==> config.mk <==
export PLATFORM = sky130hd
export DESIGN_NAME = cp0_unit
export DESIGN_NICKNAME = d
export VERILOG_FILES = /design/src/rtl/cp0_unit_pkg.sv /design/src/rtl/cp0_unit_prio_enc.sv /design/src/rtl/cp0_unit.sv
export SDC_FILE = /design/constraint.sdc
export NUM_CORES = 1
export LEC_CHECK = 0
export ABC_CLOCK_PERIOD_IN_PS = 2210
export BUFFER_PORTS_ARGS = -buffer_cell sky130_fd_sc_hd__clkbuf_2
export CORE_ASPECT_RATIO = 0.7
export CORE_UTILIZATION = 25
export DETAILED_ROUTE_END_ITERATION = 10
export GPL_TIMING_DRIVEN = 0
export PLACE_DENSITY = 0.6
export SETUP_SLACK_MARGIN = 0.05
export SYNTH_ARGS = -nofsm -noshare
export SYNTH_HDL_FRONTEND = slang
export SYNTH_SLANG_ARGS = --single-unit
==> constraint.sdc <==
create_clock -name clk -period 2.21 [get_ports clk]
set_clock_uncertainty 0.2 [all_clocks]
set_input_delay 0 -clock clk [delete_from_list [all_inputs] [get_ports clk]]
set_output_delay 0 -clock clk [all_outputs]
set_load 0.01 [all_outputs]
==> src/rtl/cp0_unit_pkg.sv <==
// Shared CP0 decode constants, register selects and default handler vectors.
package cp0_unit_pkg;

   // Instruction field encodings for the COP0 group
   localparam logic [5:0] OP_COP0    = 6'b010000;
   localparam logic [4:0] RS_MF      = 5'b00000;
   localparam logic [4:0] RS_MT      = 5'b00100;
   localparam logic [4:0] RS_ERET    = 5'b10000;
   localparam logic [5:0] FUNCT_ERET = 6'b011000;

   // Default handler vectors and Status reset value
   localparam logic [31:0] VEC0_DEF       = 32'h0000_0800;
   localparam logic [31:0] VEC1_DEF       = 32'h0000_0C00;
   localparam logic [31:0] VEC2_DEF       = 32'h0000_1000;
   localparam logic [31:0] STATUS_RST_DEF = 32'h0000_0007;

   // CP0 register select, Inst[12:11]
   typedef enum logic [1:0] {
      SEL_STATUS = 2'b00,
      SEL_CAUSE  = 2'b01,
      SEL_EPC    = 2'b10,
      SEL_NONE   = 2'b11
   } cp0_sel_e;

   // Which handler vector the winning request maps to
   typedef enum logic [1:0] {
      VSEL_0 = 2'b00,
      VSEL_1 = 2'b01,
      VSEL_2 = 2'b10
   } cp0_vsel_e;

   // Handler service state; ExpBlock is high while in ST_HANDLER
   typedef enum logic {
      ST_IDLE    = 1'b0,
      ST_HANDLER = 1'b1
   } cp0_state_e;

   // Zero-extend a 3-bit per-source field to a 32-bit register read
   function automatic logic [31:0] zext3(input logic [2:0] v);
      return {29'b0, v};
   endfunction

endpackage

==> src/rtl/cp0_unit_prio_enc.sv <==
// Fixed-priority encoder over the three exception requests (0 > 1 > 2).
module cp0_prio_enc
   import cp0_unit_pkg::*;
(
   input  logic [2:0] i_req,
   output logic [2:0] o_clr,
   output cp0_vsel_e  o_vsel
);

   // Pick the lowest-numbered active request: one-hot clear plus vector select
   always_comb begin
      o_clr  = '0;
      o_vsel = VSEL_0;
      if (i_req[0]) begin
         o_clr  = 3'b001;
         o_vsel = VSEL_0;
      end else if (i_req[1]) begin
         o_clr  = 3'b010;
         o_vsel = VSEL_1;
      end else if (i_req[2]) begin
         o_clr  = 3'b100;
         o_vsel = VSEL_2;
      end
   end

endmodule

==> src/rtl/cp0_unit.sv <==
// Coprocessor-0: exception latching/masking, EPC capture, vectoring and
// MFC0/MTC0/ERET handling for the single-cycle MIPS core.
module cp0_unit
   import cp0_unit_pkg::*;
#(
   parameter logic [31:0] VEC0       = VEC0_DEF,
   parameter logic [31:0] VEC1       = VEC1_DEF,
   parameter logic [31:0] VEC2       = VEC2_DEF,
   parameter logic [31:0] STATUS_RST = STATUS_RST_DEF
) (
   input  logic        clk,
   input  logic        reset,
   input  logic [31:0] Inst,
   input  logic [31:0] PCin,
   input  logic [31:0] Din,
   input  logic        ExpSrc0,
   input  logic        ExpSrc1,
   input  logic        ExpSrc2,
   input  logic        enable,
   output logic        ExRegWrite,
   output logic        IsEret,
   output logic        HasExp,
   output logic        ExpBlock,
   output logic [31:0] PCout,
   output logic [31:0] Dout
);

   logic [2:0]  r_status;
   logic [2:0]  r_cause;
   logic [31:0] r_epc;
   cp0_state_e  r_state;

   logic        w_cop0;
   logic        w_mtc0;
   logic        w_wr;
   cp0_sel_e    w_sel;
   logic [2:0]  w_src;
   logic [2:0]  w_req;
   logic [2:0]  w_clr;
   logic [2:0]  w_clear;
   logic [2:0]  w_pend_nxt;
   cp0_vsel_e   w_vsel;
   logic        w_unused_inst;

   assign w_cop0     = (Inst[31:26] == OP_COP0);
   assign ExRegWrite = w_cop0 && (Inst[25:21] == RS_MF);
   assign w_mtc0     = w_cop0 && (Inst[25:21] == RS_MT);
   assign IsEret     = w_cop0 && (Inst[25:21] == RS_ERET) && (Inst[5:0] == FUNCT_ERET);
   assign w_sel      = cp0_sel_e'(Inst[12:11]);
   assign w_wr       = enable && w_mtc0;
   assign w_unused_inst = ^{Inst[20:13], Inst[10:6]};

   assign w_src    = {ExpSrc2, ExpSrc1, ExpSrc0};
   assign w_req    = r_cause & r_status;
   assign ExpBlock = (r_state == ST_HANDLER);
   assign HasExp   = (|w_req) && !ExpBlock && !IsEret;

   cp0_prio_enc u_prio (
      .i_req  (w_req),
      .o_clr  (w_clr),
      .o_vsel (w_vsel)
   );

   // Only the request being taken this edge is cleared; new requests win over clear
   assign w_clear    = HasExp ? w_clr : '0;
   assign w_pend_nxt = (r_cause & ~w_clear) | w_src;

   // Status mask and Cause pending bits; an MTC0 to Cause still ORs in new requests
   always_ff @(posedge clk or posedge reset) begin
      if (reset) begin
         r_status <= STATUS_RST[2:0];
         r_cause  <= '0;
      end else begin
         if (w_wr && w_sel == SEL_STATUS)
            r_status <= Din[2:0];
         if (w_wr && w_sel == SEL_CAUSE)
            r_cause <= Din[2:0] | w_src;
         else
            r_cause <= w_pend_nxt;
      end
   end

   // EPC: exception entry captures the return PC ahead of any MTC0 to EPC
   always_ff @(posedge clk or posedge reset) begin
      if (reset)
         r_epc <= '0;
      else if (HasExp)
         r_epc <= PCin;
      else if (w_wr && w_sel == SEL_EPC)
         r_epc <= Din;
   end

   // Handler service state: enter on exception, leave on ERET
   always_ff @(posedge clk or posedge reset) begin
      if (reset)
         r_state <= ST_IDLE;
      else begin
         case (r_state)
            ST_IDLE:    if (HasExp) r_state <= ST_HANDLER;
            ST_HANDLER: if (IsEret) r_state <= ST_IDLE;
            default:    r_state <= ST_IDLE;
         endcase
      end
   end

   // Next-PC override: EPC on ERET, vector on exception, otherwise EPC
   always_comb begin
      PCout = r_epc;
      if (!IsEret && HasExp) begin
         case (w_vsel)
            VSEL_0:  PCout = VEC0;
            VSEL_1:  PCout = VEC1;
            VSEL_2:  PCout = VEC2;
            default: PCout = VEC0;
         endcase
      end
   end

   // MFC0 read mux; unused bits and select 11 read as zero
   always_comb begin
      Dout = '0;
      case (w_sel)
         SEL_STATUS: Dout = zext3(r_status);
         SEL_CAUSE:  Dout = zext3(r_cause);
         SEL_EPC:    Dout = r_epc;
         default:    Dout = '0;
      endcase
   end

endmodule

==> out/metrics.csv <==
stage;metric;value;unit
status;status;complete, but fails checks;
status;violations;negative setup slack;
sta;fmax;0.451;GHz
power_and_ir_drop;total_power;0.00188;W
floorplan;die-area;10700;sq um
detailed_routing;drt-initial-drc-count;67;
cts;cts.htree.levels;2;
power_and_ir_drop;clkPwrFrac;0.380;
detailed_routing;drc_errors;0;
placed_design;place_ws;-147;ps
floorplan;fp.dieH;87.0;um
yosys;yosysWarnings;0;
floorplan;start_util;0.262;
yosys;synth_area;2580;sq um
worst_hold_path;hold_path_class;primary input to flip-flop;
floorplan;pin_count;170;
sta;hold_ws;5.73;ps
grt;grt_max_degree;40;
worst_setup_path;cp-startpoint;r_status[1]$_DFFE_PP1P_;
sta;finalCritPeriodShare;1.00;
power_and_ir_drop;p_sw_frac;0.253;
finish;drive_gt1_frac;0.423;
power_and_ir_drop;p_int;0.00141;W
grt;antenna_found_initial;0;
flow_run;drv_cap;0;
detailed_routing;vias;2701;
power_and_ir_drop;power_density;418;nW/um^2
finish;antennaDiodeCount;0;
sta;layout_min_cycle_time;2220;ps
worst_setup_path;critPathKind;flip-flop to primary output;
grt;grt_usage;0.165;
sta;worst_slack;-5.57;ps
worst_setup_path;r2r_slack;70;ps
sta;drv_slew;0;
worst_setup_path;worst-path-max-fanout;8;
detailed_routing;viasPerCell;4.46;
sta;finalHoldViolCount;0;
power_and_ir_drop;ir_drop;0.225;mV
cts;clock_sinks;39;
grt;met1_usage;0.200;
worst_setup_path;r2r-start;r_status[1]$_DFFE_PP1P_;
grt;grtUsageMet3;0.0366;
sta;rsz0062_at_grt;yes;
finish;fin_util;0.456;
cts;cts_max_path_buffers;2;
cts;clk_latency;290;ps
yosys;ys_seq_area_frac;0.379;
grt;gr-total-overflow;0;
detailed_routing;routed_wl;8910;um
grt;busiest_layer;met2;
sta;worstMarginPinSlew;896;ps
placed_design;post-dp-hpwl;6250;um
yosys;syn_inst;234;
sta;setup_viol_count_final;2;
detailed_routing;avgRoutedWirePerCell;14.7;um
placed_design;gp_congestion;0.717;
cts;clkSlewWorstSetupHoldPaths;60;ps
finish;finalNetCount;579;
worst_setup_path;reg2reg_depth;7;
worst_setup_path;cp.arrival;2020;ps
worst_setup_path;worst_ep_required_time;2010;ps
yosys;ys_ff_latch;39;
worst_setup_path;critPathCaptureType;primary output;
cts;clock-root-buffer;clkbuf_16;
floorplan;die_w;123;um
yosys;syn_area_per_cell;11.0;sq um
floorplan;rows;30;
power_and_ir_drop;p_leak;2.22;nW
grt;grt_pass1_wl;13300;um
floorplan;core_region_area;9870;sq um
detailed_routing;drtPass1Iterations;4;
worst_setup_path;cp-start-kind;flip-flop;
detailed_routing;ant_nets;0;
cts;tritoncts;yes;
finish;syn_to_final_growth;74.3;%
worst_setup_path;rr_endpoint;r_epc[28]$_DFFE_PP0P_;
power_and_ir_drop;switching_power;0.000477;W
grt;use_met2;0.298;
placed_design;numPortBuffers;155;
cts;cts_buffers;5;
power_and_ir_drop;combinationalPowerShare;0.215;
yosys;synth_cell_types;34;
grt;grt_pass1_vias;2685;
power_and_ir_drop;seqPwrFrac;0.405;
sta;slew_headroom;0.402;
worst_setup_path;endpoint;PCout[10];
yosys;syn-num-nets;336;
==> power groups by stage <==
stage	sequential [W]	clock, W	combinational [W]
2_1_floorplan	0.000769	0	0.000142
3_3_place_gp	0.000773	0	0.000295
3_5_place_dp	0.000776	0	0.000301
4_1_cts	0.000763	0.000736	0.000404
5_1_grt	0.000768	0.000763	0.000445
6_report	0.000763	0.000715	0.000406
==> layer usage <==
| metal | up-vias | routed length [um] |
|---|---|---|
| li1 | 1299 | - |
| met4 | 0 | 93 |
| met5 | - | 0 |
| met2 | 102 | 4440 |
| met3 | 8 | 513 |
| met1 | 1292 | 3860 |
==> worst min-delay path by stage <==
| stage | from | to | slack (ps) | depth (start not counted) |
|---|---|---|---|---|
| floorplan | Inst[25] | ExRegWrite | -150 | 1 |
| global placement | ExpSrc2 | r_cause[2]$_DFF_PP0_ | 7 | 3 |
| detailed placement | ExpSrc2 | r_cause[2]$_DFF_PP0_ | 20 | 3 |
| CTS | Inst[0] | r_cause[2]$_DFF_PP0_ | 7 | 5 |
| global route | Inst[2] | r_cause[2]$_DFF_PP0_ | 50 | 5 |
| finish | Inst[2] | r_cause[2]$_DFF_PP0_ | 6 | 5 |
==> cells in the final DEF, fill, tap and decap left out, types with 2 or more instances in the layout <==
master	instances
a21oi_1	4
a41oi_1	3
and2_1	59
and3_1	3
buf_2	2
buf_4	10
buf_6	8
clkbuf_1	5
clkbuf_16	5
clkbuf_2	153
clkbuf_4	2
dfrtp_1	36
dfstp_2	3
dlygate4sd3_1	72
inv_1	6
mux2_1	59
mux2_2	7
mux2_4	3
mux2i_1	4
nand2_1	6
nand3_1	2
nor3_1	2
o21ai_0	3
o31ai_1	3
or4b_4	2
==> cell usage after synthesis <==
library cell | n | area share
or4bb_1 | 1 | 0.0044
nand3b_1 | 1 | 0.0029
nor2_1 | 1 | 0.0015
o21ai_0 | 3 | 0.0058
nor3b_1 | 1 | 0.0029
or2_2 | 1 | 0.0024
nor2b_1 | 1 | 0.0024
nand3_1 | 2 | 0.0039
a22oi_1 | 1 | 0.0029
or4_1 | 1 | 0.0029
and2_1 | 59 | 0.14
a21oi_1 | 4 | 0.0078
mux2i_1 | 4 | 0.016
or4b_4 | 2 | 0.011
a41oi_1 | 3 | 0.010
a21boi_0 | 1 | 0.0029
buf_6 | 5 | 0.022
dfstp_2 | 3 | 0.031
mux2_2 | 7 | 0.031
clkbuf_1 | 3 | 0.0044
inv_1 | 7 | 0.010
nand2_1 | 6 | 0.0087
buf_4 | 2 | 0.0058
and3_1 | 3 | 0.0073
dfrtp_1 | 36 | 0.35
nand4b_1 | 1 | 0.0034
clkbuf_2 | 2 | 0.0039
or3_1 | 1 | 0.0024
mux2_1 | 62 | 0.27
o31ai_1 | 3 | 0.0087
nor4_4 | 1 | 0.0082
nor3_1 | 2 | 0.0039
buf_2 | 3 | 0.0058
a211o_1 | 1 | 0.0034
==> kinds of logic after synthesis <==
logic type,Yosys count,synth area share
compound gates,16,0.0417
buf+inv,22,0.0518
flops,39,0.379
mux,73,0.316
simple gates,84,0.211
==> flip-flops by register name (all words and copies together) (netlist names) <==
| signal | count |
|---|---|
| r_epc | 32 |
| r_cause | 3 |
| r_status | 3 |
| ExpBlock | 1 |
==> stage by stage <==
step,instance area (sq um),cells,setup TNS [ps]
detailed placement,3520,517,-3460
CTS,4450,602,-43.2
global placement,3520,517,-2390
global route,4500,606,-301
floorplan,2580,234,0
finish,4500,606,-10.8
==> critical path, stage by stage (launching register included) <==
cell      delay (ps)
dfstp_2          540
a22oi_2           80
a21boi_2         170
a211o_1          250
buf_6            150
buf_12           130
mux2_4           290
buf_6            120
==> area by class of cell <==
type	instances	area, sq um
buffer	15	131
clock buffer	7	133
clock inverter	1	5.00
fill	964	5370
inverter	7	26.3
multi-input combinational	173	1490
sequential	39	980
tap	128	160
timing repair buffer	236	1580
==> repair_timing <==
item                                   CTS  global route
setup buffers                            5             4
endpoints found under the hold margin   74             0
gates resized for setup                 11             7
setup endpoints to repair               50            41
hold buffers                            72             0
pin swaps                                2             1
No activity file was read; power rests on OpenSTA's default activity.
